==> src/rtl/i2c_slave_resp_pkg.sv <==
// Shared types and constants for the I2C target: FSM state encoding,
// position of the R/W bit in the address byte, and bus ACK/NACK levels.
package i2c_pkg;

  typedef enum logic [3:0] {
    IDLE,
    ADDR,
    ACK_A,
    PTR,
    ACK_P,
    WR_DATA,
    ACK_W,
    RD_DATA,
    RD_ACK,
    IGNORE
  } state_e;

  localparam int   RW_BIT   = 0;
  localparam logic I2C_ACK  = 1'b0;
  localparam logic I2C_NACK = 1'b1;

endpackage

==> src/rtl/i2c_slave_resp_if.sv <==
// Bus-side and register-side signals of the I2C target, plus the FSM state
// exposed for observation.
interface i2c_slave_resp_if #(
  parameter int REG_AW = 3
);
  // reg_we is a one-cycle strobe with no back-pressure: reg_addr/reg_wdata
  // are valid exactly in the cycle reg_we is high and the consumer must
  // accept the byte in that cycle.
  logic              scl_in;
  logic              sda_in;
  logic              sda_oe;
  logic              reg_we;
  logic [REG_AW-1:0] reg_addr;
  logic [7:0]        reg_wdata;
  logic              busy;
  logic              addr_hit;
  i2c_pkg::state_e   state;

  modport slave (
    input  scl_in, sda_in,
    output sda_oe, reg_we, reg_addr, reg_wdata, busy, addr_hit, state
  );

  modport master (
    output scl_in, sda_in,
    input  sda_oe, reg_we, reg_addr, reg_wdata, busy, addr_hit, state
  );
endinterface

==> src/rtl/i2c_slave_resp_line_cond.sv <==
// SCL/SDA conditioning: 2-flop synchroniser, optional glitch filter
// (I2C_SLV_GLITCH_FILTER_EN), and registered edge / START / STOP detection.
module i2c_line_cond #(
  parameter int FILT_LEN = 4
) (
  input  logic clk,
  input  logic reset,
  input  logic scl_i,
  input  logic sda_i,
  output logic scl_rise_o,
  output logic scl_fall_o,
  output logic start_det_o,
  output logic stop_det_o,
  output logic sda_s_o
);
  // Bit 1 carries SCL, bit 0 carries SDA throughout.
  logic [1:0] s1_q, s2_q, prev_q, filt;

  always_ff @(posedge clk) begin
    if (reset) begin
      s1_q <= 2'b11;
      s2_q <= 2'b11;
    end else begin
      s1_q <= {scl_i, sda_i};
      s2_q <= s1_q;
    end
  end

`ifdef I2C_SLV_GLITCH_FILTER_EN
  localparam int CW = $clog2(FILT_LEN + 1);
  logic [1:0]    filt_q;
  logic [CW-1:0] cnt_q [2];

  // A line only changes its filtered value after FILT_LEN consecutive
  // samples disagreeing with it; any agreeing sample restarts the count.
  always_ff @(posedge clk) begin
    if (reset) begin
      filt_q <= 2'b11;
      for (int i = 0; i < 2; i++) cnt_q[i] <= '0;
    end else begin
      for (int i = 0; i < 2; i++) begin
        if (s2_q[i] == filt_q[i]) begin
          cnt_q[i] <= '0;
        end else if (cnt_q[i] == CW'(FILT_LEN - 1)) begin
          filt_q[i] <= s2_q[i];
          cnt_q[i]  <= '0;
        end else begin
          cnt_q[i] <= cnt_q[i] + CW'(1);
        end
      end
    end
  end
  assign filt = filt_q;
`else
  assign filt = s2_q;
`endif

  always_ff @(posedge clk) begin
    if (reset) begin
      prev_q      <= 2'b11;
      scl_rise_o  <= 1'b0;
      scl_fall_o  <= 1'b0;
      start_det_o <= 1'b0;
      stop_det_o  <= 1'b0;
      sda_s_o     <= 1'b1;
    end else begin
      prev_q      <= filt;
      scl_rise_o  <= filt[1] & ~prev_q[1];
      scl_fall_o  <= ~filt[1] & prev_q[1];
      start_det_o <= filt[1] & prev_q[1] & prev_q[0] & ~filt[0];
      stop_det_o  <= filt[1] & prev_q[1] & ~prev_q[0] & filt[0];
      sda_s_o     <= filt[0];
    end
  end
endmodule

==> src/rtl/i2c_slave_resp.sv <==
// I2C target with 7-bit address match, register pointer, write strobe and
// read-back from an internal register file. Glitch filter: I2C_SLV_GLITCH_FILTER_EN.
module i2c_slave_resp
  import i2c_pkg::*;
#(
  parameter logic [6:0] SLAVE_ADDR = 7'h42,
  parameter int         REG_AW     = 3,
  parameter int         FILT_LEN   = 4
) (
  input  logic clk,
  input  logic reset,
  i2c_slave_resp_if.slave bus
);
  localparam int NREG = 1 << REG_AW;

  logic scl_rise, scl_fall, start_det, stop_det, sda_s;

  i2c_line_cond #(.FILT_LEN(FILT_LEN)) u_line (
    .clk        (clk),
    .reset      (reset),
    .scl_i      (bus.scl_in),
    .sda_i      (bus.sda_in),
    .scl_rise_o (scl_rise),
    .scl_fall_o (scl_fall),
    .start_det_o(start_det),
    .stop_det_o (stop_det),
    .sda_s_o    (sda_s)
  );

  state_e            state_q;
  logic [3:0]        bit_cnt_q;
  logic [6:0]        shift_q;
  logic [REG_AW-1:0] ptr_q;
  logic              rw_q;
  logic              sda_oe_q, reg_we_q, busy_q, addr_hit_q;
  logic [REG_AW-1:0] reg_addr_q;
  logic [7:0]        reg_wdata_q;
  logic [7:0]        regfile_q [NREG];
  logic [7:0]        rx_byte;

  assign rx_byte = {shift_q, sda_s};

  always_ff @(posedge clk) begin
    if (reset) begin
      state_q     <= IDLE;
      bit_cnt_q   <= '0;
      shift_q     <= '0;
      ptr_q       <= '0;
      rw_q        <= 1'b0;
      sda_oe_q    <= 1'b0;
      reg_we_q    <= 1'b0;
      busy_q      <= 1'b0;
      addr_hit_q  <= 1'b0;
      reg_addr_q  <= '0;
      reg_wdata_q <= '0;
      for (int i = 0; i < NREG; i++) regfile_q[i] <= '0;
    end else begin
      reg_we_q   <= 1'b0;
      addr_hit_q <= 1'b0;
      if (stop_det) begin
        state_q   <= IDLE;
        sda_oe_q  <= 1'b0;
        busy_q    <= 1'b0;
        bit_cnt_q <= '0;
      end else if (start_det) begin
        state_q   <= ADDR;
        sda_oe_q  <= 1'b0;
        bit_cnt_q <= '0;
      end else begin
        case (state_q)
          ADDR, PTR, WR_DATA: if (scl_rise) begin
            shift_q   <= rx_byte[6:0];
            bit_cnt_q <= bit_cnt_q + 4'd1;
            if (bit_cnt_q == 4'd7) begin
              if (state_q == ADDR) begin
                if (rx_byte[7:1] == SLAVE_ADDR && rx_byte[7:1] != 7'h00) begin
                  addr_hit_q <= 1'b1;
                  busy_q     <= 1'b1;
                  rw_q       <= rx_byte[RW_BIT];
                  state_q    <= ACK_A;
                end else begin
                  busy_q  <= 1'b0;
                  state_q <= IGNORE;
                end
              end else if (state_q == PTR) begin
                ptr_q   <= rx_byte[REG_AW-1:0];
                state_q <= ACK_P;
              end else begin
                regfile_q[ptr_q] <= rx_byte;
                reg_we_q         <= 1'b1;
                reg_addr_q       <= ptr_q;
                reg_wdata_q      <= rx_byte;
                ptr_q            <= ptr_q + REG_AW'(1);
                state_q          <= ACK_W;
              end
            end
          end
          // sda_oe_q doubles as the ACK phase: first fall drives, second releases.
          ACK_A, ACK_P, ACK_W: if (scl_fall) begin
            if (!sda_oe_q) begin
              sda_oe_q <= 1'b1;
            end else begin
              bit_cnt_q <= '0;
              sda_oe_q  <= 1'b0;
              if (state_q == ACK_A && rw_q) begin
                state_q    <= RD_DATA;
                reg_addr_q <= ptr_q;
                sda_oe_q   <= ~regfile_q[ptr_q][7];
              end else if (state_q == ACK_A) begin
                state_q <= PTR;
              end else begin
                state_q <= WR_DATA;
              end
            end
          end
          RD_DATA: begin
            if (scl_rise) begin
              bit_cnt_q <= bit_cnt_q + 4'd1;
            end else if (scl_fall) begin
              if (bit_cnt_q == 4'd8) begin
                sda_oe_q <= 1'b0;
                state_q  <= RD_ACK;
              end else begin
                sda_oe_q <= ~regfile_q[ptr_q][3'd7 - bit_cnt_q[2:0]];
              end
            end
          end
          RD_ACK: if (scl_rise) begin
            bit_cnt_q <= '0;
            if (sda_s == I2C_ACK) begin
              ptr_q      <= ptr_q + REG_AW'(1);
              reg_addr_q <= ptr_q + REG_AW'(1);
              state_q    <= RD_DATA;
            end
            if (sda_s == I2C_NACK) begin
              busy_q  <= 1'b0;
              state_q <= IGNORE;
            end
          end
          default: ;
        endcase
      end
    end
  end

  assign bus.sda_oe    = sda_oe_q;
  assign bus.reg_we    = reg_we_q;
  assign bus.reg_addr  = reg_addr_q;
  assign bus.reg_wdata = reg_wdata_q;
  assign bus.busy      = busy_q;
  assign bus.addr_hit  = addr_hit_q;
  assign bus.state     = state_q;
endmodule

==> src/flat_wrapper.sv <==
// flat-port wrapper written by rule: the top's interface ports become plain ports
module i2c_slave_resp_flat import i2c_pkg::*;
#(
  parameter logic [6:0] SLAVE_ADDR = 7'h42,
  parameter int         REG_AW     = 3,
  parameter int         FILT_LEN   = 4
)
  (clk, reset, bus_scl_in, bus_sda_in, bus_sda_oe, bus_reg_we, bus_reg_addr, bus_reg_wdata, bus_busy, bus_addr_hit, bus_state);
  i2c_slave_resp_if #(.REG_AW(REG_AW)) bus_i ();
  input  logic clk;
  input  logic reset;
  input wire logic [$bits(bus_i.scl_in)-1:0] bus_scl_in;
  input wire logic [$bits(bus_i.sda_in)-1:0] bus_sda_in;
  output wire logic [$bits(bus_i.sda_oe)-1:0] bus_sda_oe;
  output wire logic [$bits(bus_i.reg_we)-1:0] bus_reg_we;
  output wire logic [$bits(bus_i.reg_addr)-1:0] bus_reg_addr;
  output wire logic [$bits(bus_i.reg_wdata)-1:0] bus_reg_wdata;
  output wire logic [$bits(bus_i.busy)-1:0] bus_busy;
  output wire logic [$bits(bus_i.addr_hit)-1:0] bus_addr_hit;
  output wire logic [$bits(bus_i.state)-1:0] bus_state;
  assign bus_i.scl_in = bus_scl_in;
  assign bus_i.sda_in = bus_sda_in;
  assign bus_sda_oe = bus_i.sda_oe;
  assign bus_reg_we = bus_i.reg_we;
  assign bus_reg_addr = bus_i.reg_addr;
  assign bus_reg_wdata = bus_i.reg_wdata;
  assign bus_busy = bus_i.busy;
  assign bus_addr_hit = bus_i.addr_hit;
  assign bus_state = bus_i.state;
  i2c_slave_resp #(.SLAVE_ADDR(SLAVE_ADDR), .REG_AW(REG_AW), .FILT_LEN(FILT_LEN)) u_core (.clk(clk), .reset(reset), .bus(bus_i));
endmodule
==> config.mk <==
export PLATFORM = sky130hd
export DESIGN_NAME = i2c_slave_resp_flat
export DESIGN_NICKNAME = d
export VERILOG_FILES = /design/src/rtl/i2c_slave_resp_pkg.sv /design/src/rtl/i2c_slave_resp_if.sv /design/src/rtl/i2c_slave_resp_line_cond.sv /design/src/rtl/i2c_slave_resp.sv /design/src/flat_wrapper.sv
export SDC_FILE = /design/constraint.sdc
export NUM_CORES = 1
export LEC_CHECK = 0
export ABC_AREA = 1
export ABC_CLOCK_PERIOD_IN_PS = 3500
export BUFFER_PORTS_ARGS = -buffer_cell sky130_fd_sc_hd__buf_2
export CORE_UTILIZATION = 35
export DETAILED_ROUTE_END_ITERATION = 8
export SETUP_SLACK_MARGIN = 0.1
export SLEW_MARGIN = 10
export SYNTH_ARGS = -nofsm -noshare
export SYNTH_HDL_FRONTEND = slang
export SYNTH_HIERARCHICAL = 1
export SYNTH_SLANG_ARGS = --single-unit
export TNS_END_PERCENT = 1
==> constraint.sdc <==
create_clock -name clk -period 3.5 [get_ports clk]
set_input_delay 0.7 -clock clk [delete_from_list [all_inputs] [get_ports clk]]
set_output_delay 0.7 -clock clk [all_outputs]
set_load 0.02 [all_outputs]
# Word-level counts from Yosys, hierarchy flattened
# Memories as Yosys holds them, arrays and structs flattened. A register that Yosys moved wholly into a read port is not among the register bits.
# Index checks and enable logic that the tools add are counted.
# word_totals
ff_bits	45
ram_bits	64
inputBits	4
output_inout_bits	19
wordCells	173
mem_count	1
# mem_list
name	depth	width	read_ports	rd_clocked_by_memory_dff	wr	line	rtl
u_core.regfile_q	8	8	1	1	8	i2c_slave_resp.sv:38	logic [7:0] regfile_q [NREG];
# classes
add_sub_neg	3
magnitude_cmp	1
n_eq_ne	34
muxes	68
bitwise	20
n_reduce_logical	26
# op_table
cell	count
$mux 4	16
$mux 3	17
$mux 1	26
$reduce_and 7->1	3
$eq 4x3->1 const B	5
$ne 2x2->1 const B	9
$reduce_and 9->1	2
$pmux 4 s4	1
$ne 3x3->1 const B	5
$not 1->1	13
$ne 2x1->1 const B	6
$pmux 4 s3	1
$reduce_and 12->1	1
$ne 3x2->1 const B	3
$pmux 3 s3	1
$reduce_or 3->1	3
$eq 4x2->1 const B	2
$eq 4x4->1 const B	2
$mux 8	1
$reduce_and 4->1	2
$reduce_and 8->1	1
$reduce_or 8->1	1
$and 1x1->1	7
$eq 7x7->1 const B	1
19 further kinds	23

# Depth between registers and ports, before layout
# Gate-level depths: netlist (run 1).
# logic_depth
word_depth	12
ltp_mapped	12

# By module
# Netlist (run 1), hierarchy kept.
# modules_own_cells
mod	n_inst	cells_per_inst	area_each_um2	seq_area_each_um2
i2c_slave_resp	1	567	4758.3	2662.6
i2c_line_cond	1	28	281.5	200.2

# Least setup slack after synthesis (run 1)
# No wires, ideal clock.
# synth_path
kind	flip-flop to flip-flop
start	reg u_core.state_q[0], in the netlist u_core/bus.state[0]
end	mem u_core.regfile_q[0][0], enable pin
setup_time_ns	0.329
arrival_time_ns	1.717
required_time_ns	3.171
path_slack_ns	1.454
stages_incl_launch_ff	8
n_path_buf	1
period_less_slack_ns	2.046
path_cell_list	dfxtp_1 -> buf_4 -> nand4_1 -> nor2_4 -> inv_1 -> nor3_4 -> nand2_2 -> nand2_1
# synth_lines
element	line	rtl
start, declared	i2c_slave_resp.sv:30	state_e state_q;
start signal, assigned	i2c_slave_resp.sv:45	state_q <= IDLE;
start signal, assigned	i2c_slave_resp.sv:61	state_q <= IDLE;
start signal, assigned	i2c_slave_resp.sv:66	state_q <= ADDR;
end, declared	i2c_slave_resp.sv:38	

==> results of run 1 <==
sequential cells by signal (all words and copies together) (netlist names), 2 cells and up, named ones only:
name,flops
u_core/bit_cnt_q,4
u_core/bus.reg_addr,3
u_core/bus.reg_wdata,8
u_core/bus.state,4
u_core/ptr_q,3
u_core/regfile_q,64
u_core/shift_q,7
u_core/u_line/filt,2
u_core/u_line/prev_q,2
u_core/u_line/s1_q,2
layer usage:
layer | GRT usage [%] | share of wire, %
met5 | 0 | 0
met4 | 6.79 | 2.8
met3 | 2.15 | 5.4
met2 | 27.2 | 47
met1 | 22.7 | 45
through the flow:
step / hold slack, ps / utilization (%) / power [mW] / worst slack, ps
2_1_floorplan: 383 / - / 2.04 / 1450
3_3_place_gp: 394 / 37.8 / 2.18 / 978
3_5_place_dp: 403 / 37.8 / 2.19 / 889
4_1_cts: 424 / 39.8 / 3.16 / 853
5_1_grt: 440 / 39.8 / 3.30 / 632
6_report: 421 / 39.8 / 3.13 / 885
critical path, cell delays in order, from the launching register on:
cell and delay, ps:
dfxtp_1 430, ha_1 240, nand3_1 140, inv_1 90
nand2_1 80, nor2_4 290, inv_1 190, nor3_4 310
nand2_2 190, nand2_1 310
path summary, 6_finish.rpt:
kind,startpoint,endpoint,slack [ps],cells after the start
setup / recovery,u_core/bit_cnt_q[0],u_core/regfile_q[7][0],890,9
hold / removal,u_core/u_line/s1_q[1],u_core/u_line/filt[1],420,1
setup reg to reg,u_core/bit_cnt_q[0],u_core/regfile_q[7][0],890,9
hold reg to reg,u_core/u_line/s1_q[1],u_core/u_line/filt[1],420,1
power breakdown:
group | switching (mW) | internal [mW] | total, mW
sequential | 0.0670 | 1.45 | 1.52
clock | 0.469 | 0.496 | 0.965
combinational | 0.442 | 0.206 | 0.648
cells by family (layout without fill, tap and decap cells):
| logic type | Yosys count | in the layout | share of synthesized area (%) |
|---|---|---|---|
| adder cells (fa/ha/maj) | 3 | 3 | 0.745 |
| AND/OR/NAND/NOR | 330 | 330 | 28.6 |
| flip-flops | 111 | 111 | 56.8 |
| buffers and inverters | 74 | 89 | 5.76 |
| AO/OA/AOI/OAI | 75 | 75 | 7.72 |
| XOR/XNOR | 2 | 2 | 0.348 |
synthesized netlist by cell type, drive strengths merged:
master	n	area share, %
a211oi	1	0.15
a21oi	31	3.2
buf	8	0.84
clkbuf	17	1.3
clkinv	2	0.15
dfxtp	47	19
edfxtp	64	38
ha	3	0.74
inv	47	3.5
nand2	133	10
nand3	66	6.8
nand3b	2	0.30
nand4	3	0.37
nor2	111	8.6
nor3	10	1.5
nor3b	1	0.15
o21ai	43	4.3
or2	4	0.50
xnor2	1	0.17
xor2	1	0.17
cell type report:
cell class | count | area (sq um) | share of cell area [%]
Sequential cell | 111 | 2860 | 51.4
Multi-Input combinational cell | 410 | 1890 | 33.9
Clock buffer | 10 | 229 | 4.11
Clock inverter | 6 | 55.1 | 0.989
Inverter | 49 | 184 | 3.30
Tap cell | 180 | 225 | 4.04
Timing Repair Buffer | 24 | 125 | 2.25
==> summary.md, run 1 <==
| Metric | Value |
|---|---|
| Outcome | finished, final reports clean |
| Startpoint Class | flop |
| Final hold vios | 0 |
| Peak VDD IR | between 0.3 and 0.4 mV |
| N_diodes | 0 |
| Slew headroom | a little under two fifths |
| CTS H-tree depth | 3 |
| Iter 0 DRT Violations | approximately 260 |
| Design area | roughly 0.0056 sq mm |
| # nets final | ~600 |
| I/O pin count | 23 |
| Die width | 122 um |
| Gr usage total | ~17% |
| Clk Latency, worst-skew pair | approximately 340 ps |
| GPL Wtd Cong | 0.899 |
| Least-Margin Pin Slew | between 900 and 1000 ps |
| Slew Limit Fails | 0 |
| DRC | 0 |
| FMAX | 382 MHz |
| Synthesized area | between 0.005 and 0.006 sq mm |
| Most common cell after layout, fill and taps aside | nand2_1 |
| DR vias/cell | a little over 5 |
| Syn. warnings | 6 |
| Cell area power density | ~560 mW/mm^2 |
| DR WL/cell | 14.9 um |
| Root Buffer | clkbuf_16 |
| WL final | approximately 12 mm |
| Starting Density | 36.0% |
| Syn Nets | ~600 |
| CTS tree | built |
| Seq/Total Area, Yosys | 56.8% |
| Grt ovf | 0 |
| Synthesized instance count | between 500 and 600 |
| Share of layout cells above drive strength 1 | 10.0% |
| Max Root-Sink Buffers | 2 |
| Port bufs | 22 |
| Final setup skew | just under 9 ps |
| Core area | around 0.014 sq mm |
| Cell row count | 43 |
| Hold Crit Class | flop to flop |
| Hold_buf cts | 0 |
| Fill count | roughly 1400 |
| Largest net degree at the start of global routing | 34 |
| Dpl hpwl | ~8.4 mm |
| Post-CTS Setup Bufs | 0 |
| MaxCap Viol Count | 0 |
| RSZ-0062 raised after global routing | no |
| Die area | approximately 0.015 sq mm |
| Total CTS buffers | 9 |
| CP Class | flop to flop |
| Distinct cell type count after synthesis | 31 |
| Setup TNS | 0 ps |
| Clock slew at reported path FFs | approximately 70 ps |
| Placed cell areas | around 0.0053 sq mm |
| DRT antenna net count | 0 |
| Final Critical Period | 2610 ps |
| Vias in the first global route | about 3800 |
| Final setup fails | 0 |
| CP Data Required Time | around 3500 ps |
| Initial antenna violation count | 0 |
| Crit path DAT | approximately 2600 ps |
| Pre-antenna DRT Iters | 5 |
| Fin crit share | 74.7% |
| Most frequent cells in the layout | 123 x nand2_1, 108 x nor2_1, 64 x nand3_1, 64 x edfxtp_1, 47 x dfxtp_1 |
| Leak | around 2.2 nW |
| Post_cts resized | 0 |
| Vias | approximately 4000 |
| Post-Layout Cell Count | 790 |
| First-pass GRT wire length | roughly 19 mm |
| Area growth, synth to finish | 10.5% |
| Placed insts | ~770 |
| CTS sink cnt | roughly 110 |
| CP endpoint kind | flop |
| Crit path max fanout | 17 |
| Die H | 122 um |
| Mean Syn Cell Area | about 8.5 sq um |
| Synth Register Bits | around 110 |
Note: power is estimated with default switching activity, not from simulation.
==> inputs of run 2 (changes only) <==
Settings changed: ABC_CLOCK_PERIOD_IN_PS 3500 to 2230.
Clock period 3.5 ns to 2.23 ns, I/O delays scaled along.
==> run 2 against run 1 <==
Clock power increased by 63%. Via count increased by 1.2%. Critical path depth unchanged. Wire length increased by 2.3%. Clock-buffer cell count increased by 2. Final area increased by 4.2%. Critical endpoint is now u_core/regfile_q[1][6]. Largest cell class unchanged. Highest routed layer unchanged.
==> summary.md, run 2 (same netlist as run 1, synthesis figures left out) <==
| Metric | Value |
|---|---|
| Outcome | finished, final reports clean |
| Least-Margin Pin Slew | 540 ps (-403 ps) |
| Post-Layout Cell Count | 814 (+3.0%) |
| Fill count | 1416 (-2.1%) |
| I/O pin count | 23 (unchanged) |
| CP Data Required Time | 2280 ps (-1220 ps) |
| Crit path DAT | 1990 ps (-630 ps) |
| GPL Wtd Cong | 0.973 (+8.3%) |
| DR WL/cell | 14.8 um (-0.68%) |
| Iter 0 DRT Violations | 235 (-9.3%) |
| Die H | 122 um (unchanged) |
| Most frequent cells in the layout | 115 x nand2_1, 108 x nor2_1, 64 x nand3_1, 64 x edfxtp_1, 46 x dfxtp_1 |
| MaxCap Viol Count | 0 (unchanged) |
| Final Critical Period | 1940 ps (-674 ps) |
| Max Root-Sink Buffers | 2 (unchanged) |
| Pre-antenna DRT Iters | 5 (unchanged) |
| Dpl hpwl | 8.51 mm (+1.7%) |
| Final hold vios | 0 (unchanged) |
| Fin crit share | 87.0% (+12 points) |
| Final setup skew | 6.28 ps (-2.59 ps) |
| Hold_ws | 271 ps (-149 ps) |
| DR vias/cell | 4.99 (-1.8%) |
| N_diodes | 0 (unchanged) |
| Largest net degree at the start of global routing | 33 (-2.9%) |
| Cell area power density | 865 mW/mm^2 (+54%) |
| CTS sink cnt | 111 (unchanged) |
| WL final | 12.0 mm (+2.3%) |
| CP Class | flop to flop |
| Clk Latency, worst-skew pair | 350 ps (about the same) |
| Share of layout cells above drive strength 1 | 14.8% (+4.8 points) |
| Root Buffer | clkbuf_16 |
| Final setup fails | 0 (unchanged) |
| First-pass GRT wire length | 19.3 mm (+1.9%) |
| Area growth, synth to finish | 15.1% |
| Hold Crit Class | input pin to flop |
| FMAX | 515 MHz (+35%) |
| Setup TNS | 0 ps (unchanged) |
| Power, Total | 5.02 mW (+60%) |
| # nets final | 636 (+3.9%) |
| Register bank with the most flops | u_core/regfile_q |
| Core area | 0.0140 sq mm (unchanged) |
| Leak | 2.32 nW (+5.7%) |
| DRT antenna net count | 0 (unchanged) |
| Port bufs | 22 (unchanged) |
| Most common cell after layout, fill and taps aside | nand2_1 |
| CTS tree | built |
| Gr usage total | 17.3% (+0.46 points) |
| Slew headroom | 64.0% (+27 points) |
| Cell row count | 43 (unchanged) |
| Die width | 122 um (unchanged) |
| Placed insts | 796 (+2.8%) |
| Clock slew at reported path FFs | 70 ps (about the same) |
| Hold_buf cts | 0 (unchanged) |
| Startpoint Class | flop |
| Starting Density | 36.0% (unchanged) |
| Slew Limit Fails | 0 (unchanged) |
| Vias in the first global route | 3852 (+2.2%) |
| Vias | 4061 (+1.2%) |
| DRC | 0 (unchanged) |
| Initial antenna violation count | 0 (unchanged) |
| Max FFs per register | 64 (unchanged) |
| RSZ-0062 raised after global routing | no |
| Peak VDD IR | 0.502 mV (+37%) |
| Crit path max fanout | 8 (-9) |
| Total CTS buffers | 9 (unchanged) |
| CP endpoint kind | flop |
| Die area | 0.0149 sq mm (unchanged) |
| CTS H-tree depth | 3 (unchanged) |
| Grt ovf | 0 (unchanged) |
-- run 2: changes by cell type in the layout (fill, tap and decap cells not counted), sizes merged --
cell and change:
buf +24, clkbuf +2, clkinv -1, clkinvlp -1
-- run 2: final cells by class --
class | instances | area (sq um) | share of cell area, %
clock inverter | 4 | 33.8 | 0.582
timing repair buffer | 48 | 305 | 5.26
clock buffer | 12 | 258 | 4.44
tap | 180 | 225 | 3.88
sequential | 111 | 2860 | 49.4
inverter | 49 | 184 | 3.17
multi-input combinational | 410 | 1930 | 33.3
-- run 2: worst max-delay path, stage by stage (launching register included) --
cell     delay (ps)
dfxtp_2         360
ha_1            190
nand3_1         120
inv_1            90
nand2_1          80
nor2_4          100
inv_2            80
nor3_4          340
nand2_2         130
nand2_4         140
-- run 2: path summary, 6_finish.rpt --
kind	from	end	slack [ps]	depth (start not counted)
hold reg to reg	u_core/u_line/s1_q[1]	u_core/u_line/filt[1]	410	1
setup reg to reg	u_core/bit_cnt_q[1]	u_core/regfile_q[1][6]	290	9
hold / removal	bus_scl_in	u_core/u_line/s1_q[1]	270	2
setup / recovery	u_core/bit_cnt_q[1]	u_core/regfile_q[1][6]	290	9
-- run 2: timing repair --
item | 4_1_cts | 5_1_grt
buffers inserted | 0 | 2
pin swaps | 0 | 3
resized for setup | 1 | 14
setup endpoints to repair | 8 | 71
-- run 2: through the flow --
| step | area, sq um | setup slack (ps) | util [%] |
|---|---|---|---|
| global route | 5800 | 122 | 41.5 |
| finish | 5800 | 289 | 41.5 |
| CTS | 5740 | 116 | 41.1 |
| global placement | 5450 | 173 | 39.0 |
| detailed placement | 5450 | 87.6 | 39.0 |
| floorplan | 5040 | 184 | - |
-- run 2: routing by layer --
metal,track usage (%),vias to the layer above,share of wire [%]
met5,0,-,0
met4,9.03,0,3.3
met3,2.29,23,5.2
met2,28.1,120,47
met1,22.4,1888,45
li1,-,2030,-
-- run 2: where the power goes --
group	switching, mW	internal [mW]	total [mW]
combinational	0.743	0.361	1.10
clock	0.729	0.842	1.57
sequential	0.0711	2.27	2.35
==> inputs of run 3 (changes only) <==
Settings changed: ABC_AREA 1 to not set.
==> run 3 against run 2 <==
The flow now finishes with violations (negative setup slack). Die area up 4.2%. Final cell count down 16%. Register-to-register slack worse by 460 ps. Flip-flop and latch count unchanged. First-iteration DRC count down 17%. Clock skew up 3.8 ps. Critical path type unchanged. Largest power group unchanged. Highest routed layer unchanged.
==> summary.md, run 3 <==
| Metric | Value |
|---|---|
| Die area | 0.0155 sq mm (+4.2%) |
| Slew Limit Fails | 0 (unchanged) |
| CTS sink cnt | 111 (unchanged) |
| Initial antenna violation count | 0 (unchanged) |
| Area of the multi-input gates | 0.00234 sq mm (+21%) |
| CP Class | flop to flop |
| WL final | 12.3 mm (+2.3%) |
| Power, Total | 5.06 mW (+0.83%) |
| Top cells by area, synth | edfxtp_1 37%, dfxtp_1 18%, and2_1 7.6% |
| # nets final | 500 (-21%) |
| Cell area power density | 799 mW/mm^2 (-7.7%) |
| Area growth, synth to finish | 20.5% |
| Final setup fails | 100 (+100) |
| Placed cell areas | 0.00585 sq mm (+7.3%) |
| Number of synthesized flops with an enable pin | 64 (unchanged) |
| Synth area leader | edfxtp_1 |
| GPL Wtd Cong | 0.866 (-11%) |
| DRT antenna net count | 0 (unchanged) |
| Peak VDD IR | 0.401 mV (-20%) |
| Die H | 125 um (+2.1%) |
| DR vias/cell | 5.07 (+1.6%) |
| Reg2Reg Depth | 6 (-3) |
| CTS tree | built |
| Pre-antenna DRT Iters | 4 (-1) |
| Most frequent cells after synthesis | 64 x and2_1, 64 x edfxtp_1, 47 x dfxtp_1 |
| I/O pin count | 23 (unchanged) |
| Most common cell after layout, fill and taps aside | edfxtp_1 |
| Port bufs | 22 (unchanged) |
| Register bank with the most flops | u_core/regfile_q |
| CP Data Required Time | 2290 ps (about the same) |
| Fin crit share | 108% (+21 points) |
| Vias | 3458 (-15%) |
| N_diodes | 0 (unchanged) |
| Clock slew at reported path FFs | 70 ps (about the same) |
| Hold Crit Class | input pin to flop |
| DR WL/cell | 18.0 um (+22%) |
| FF+latch area | 0.00287 sq mm (+0.22%) |
| Slew headroom | 69.3% (+5.3 points) |
| Dpl hpwl | 8.78 mm (+3.2%) |
| Cell row count | 44 (+2.3%) |
| Design area | 0.00633 sq mm (+9.2%) |
| Mean Syn Cell Area | 11.9 sq um (+40%) |
| Dpl ws | -222 ps (-309 ps) |
| Synthesized area | 0.00526 sq mm (+4.3%) |
| Synth Flop Type | edfxtp_1 |
| Largest net degree at the start of global routing | 21 (-36%) |
| Seq/Total Area, Yosys | 54.5% (-2.4 points) |
| MaxCap Viol Count | 0 (unchanged) |
| Hold_buf cts | 0 (unchanged) |
| Final setup margin | -172 ps (-461 ps) |
| First-pass GRT wire length | 19.6 mm (+2.0%) |
| CTS H-tree depth | 3 (unchanged) |
| Least-Margin Pin Slew | 460 ps (-79.6 ps) |
| DRC | 0 (unchanged) |
| Outcome | finished with violations |
| Crit path max fanout | 8 (unchanged) |
| Async S/R FF share, synth | 0% (unchanged) |
| Iter 0 DRT Violations | 194 (-17%) |
| Fill count | 1328 (-6.2%) |
| Core area | 0.0146 sq mm (+4.3%) |
| Failing checks | negative setup slack |
| Post-CTS Setup Bufs | 0 (unchanged) |
| Syn. warnings | 6 (unchanged) |
| Die width | 125 um (+2.1%) |
| Final hold vios | 0 (unchanged) |
| Gr usage total | 16.6% (-0.69 points) |
| Total CTS buffers | 9 (unchanged) |
| Starting Density | 36.0% (about the same) |
| Max Root-Sink Buffers | 2 (unchanged) |
| Grt ovf | 0 (unchanged) |
| Share of layout cells above drive strength 1 | 30.1% (+15 points) |
| Vias in the first global route | 3559 (-7.6%) |
| Final Critical Period | 2400 ps (+461 ps) |
| Leak | 2.48 nW (+6.9%) |
| Core Util, Final | 43.4% (+1.9 points) |
| FMAX | 416 MHz (-19%) |
| Syn Nets | 449 (-25%) |
| Crit path DAT | 2460 ps (+470 ps) |
| RSZ-0062 raised after global routing | yes |
| Top cell type's share of synthesized area | 36.6% (-1.6 points) |
| Clk Latency, worst-skew pair | 350 ps (about the same) |
| Synth Register Bits | 111 (unchanged) |
| Hold_ws | 275 ps (+3.98 ps) |
| Root Buffer | clkbuf_16 |
| Max FFs per register | 64 (unchanged) |
| Most frequent cells in the layout | 64 x edfxtp_1, 63 x and2_1, 45 x nor2_1, 43 x buf_4, 41 x dfxtp_1 |
| Hold Crit Depth | 2 (unchanged) |
| Distinct cell type count after synthesis | 59 (+90%) |
| Startpoint Class | flop |
| Final setup skew | 10.0 ps (+3.76 ps) |
| Synthesized instance count | 442 (-26%) |
| CP endpoint kind | flop |
[run 3: cell types whose count changed in the layout (fill, tap and decap cells not counted), moves of 18 or more]
cell,change
o21ai_0,-38
nand3_1,-57
nand2_1,-96
inv_1,-38
nor2_1,-63
and2_1,+63
mux2i_1,+28
a21oi_1,-18
[run 3: critical path, cell delays in order, from the launching register on]
cell and delay (ps):
dfxtp_2 360, ha_4 140, nand3b_1 120, or4_4 520, or4b_4 560, nor4_4 190
or2_4 230
[run 3: path summary, 6_finish.rpt]
| check | startpoint | to | slack, ps |
|---|---|---|---|
| min | bus_sda_in | u_core/u_line/s1_q[0] | 280 |
| max | u_core/bit_cnt_q[0] | u_core/regfile_q[4][2] | -170 |
| max reg2reg | u_core/bit_cnt_q[0] | u_core/regfile_q[4][2] | -170 |
| min reg2reg | u_core/u_line/s1_q[1] | u_core/u_line/filt[1] | 420 |
[run 3: cell type report]
class / count / area share, %
sequential: 111 / 45.3
multi-input combinational: 292 / 36.9
timing repair buffer: 71 / 7.90
tap: 184 / 3.63
clock buffer: 9 / 3.56
clock inverter: 7 / 2.25
inverter: 8 / 0.474
[run 3: through the flow]
stage               TNS, ps  cells
CTS                   -7370    682
finish                -7800    682
floorplan            -18280    442
global placement      -5990    666
global route         -19940    682
detailed placement    -9490    666
[run 3: timing repair]
item                                    4_1_cts  5_1_grt
pin swaps                                     4        6
endpoints found under the setup margin      129      153
resized for setup                            16       17
[run 3: cells by family after synthesis]
group	count (synthesis)	share of synthesized area [%]
adder cells (fa/ha/maj)	3	0.714
XOR/XNOR	5	0.833
AND/OR/NAND/NOR	196	22.4
buffers and inverters	39	3.07
multiplexers	46	12.8
AO/OA/AOI/OAI	42	5.69
flip-flops	111	54.5
[run 3: per-layer routing]
metal	GRT usage, %	vias to the layer above	wire [um]
li1	-	1678	-
met1	22.4	1706	5770
met2	26.9	62	5990
met3	3.14	12	388
met4	5.10	0	160
met5	0	-	0
[run 3: power by group]
group	internal (mW)	leakage (nW)	switching, mW
registers	2.24	1.04	0.0730
logic	0.341	1.26	0.458
clock network	1.21	0.176	0.737
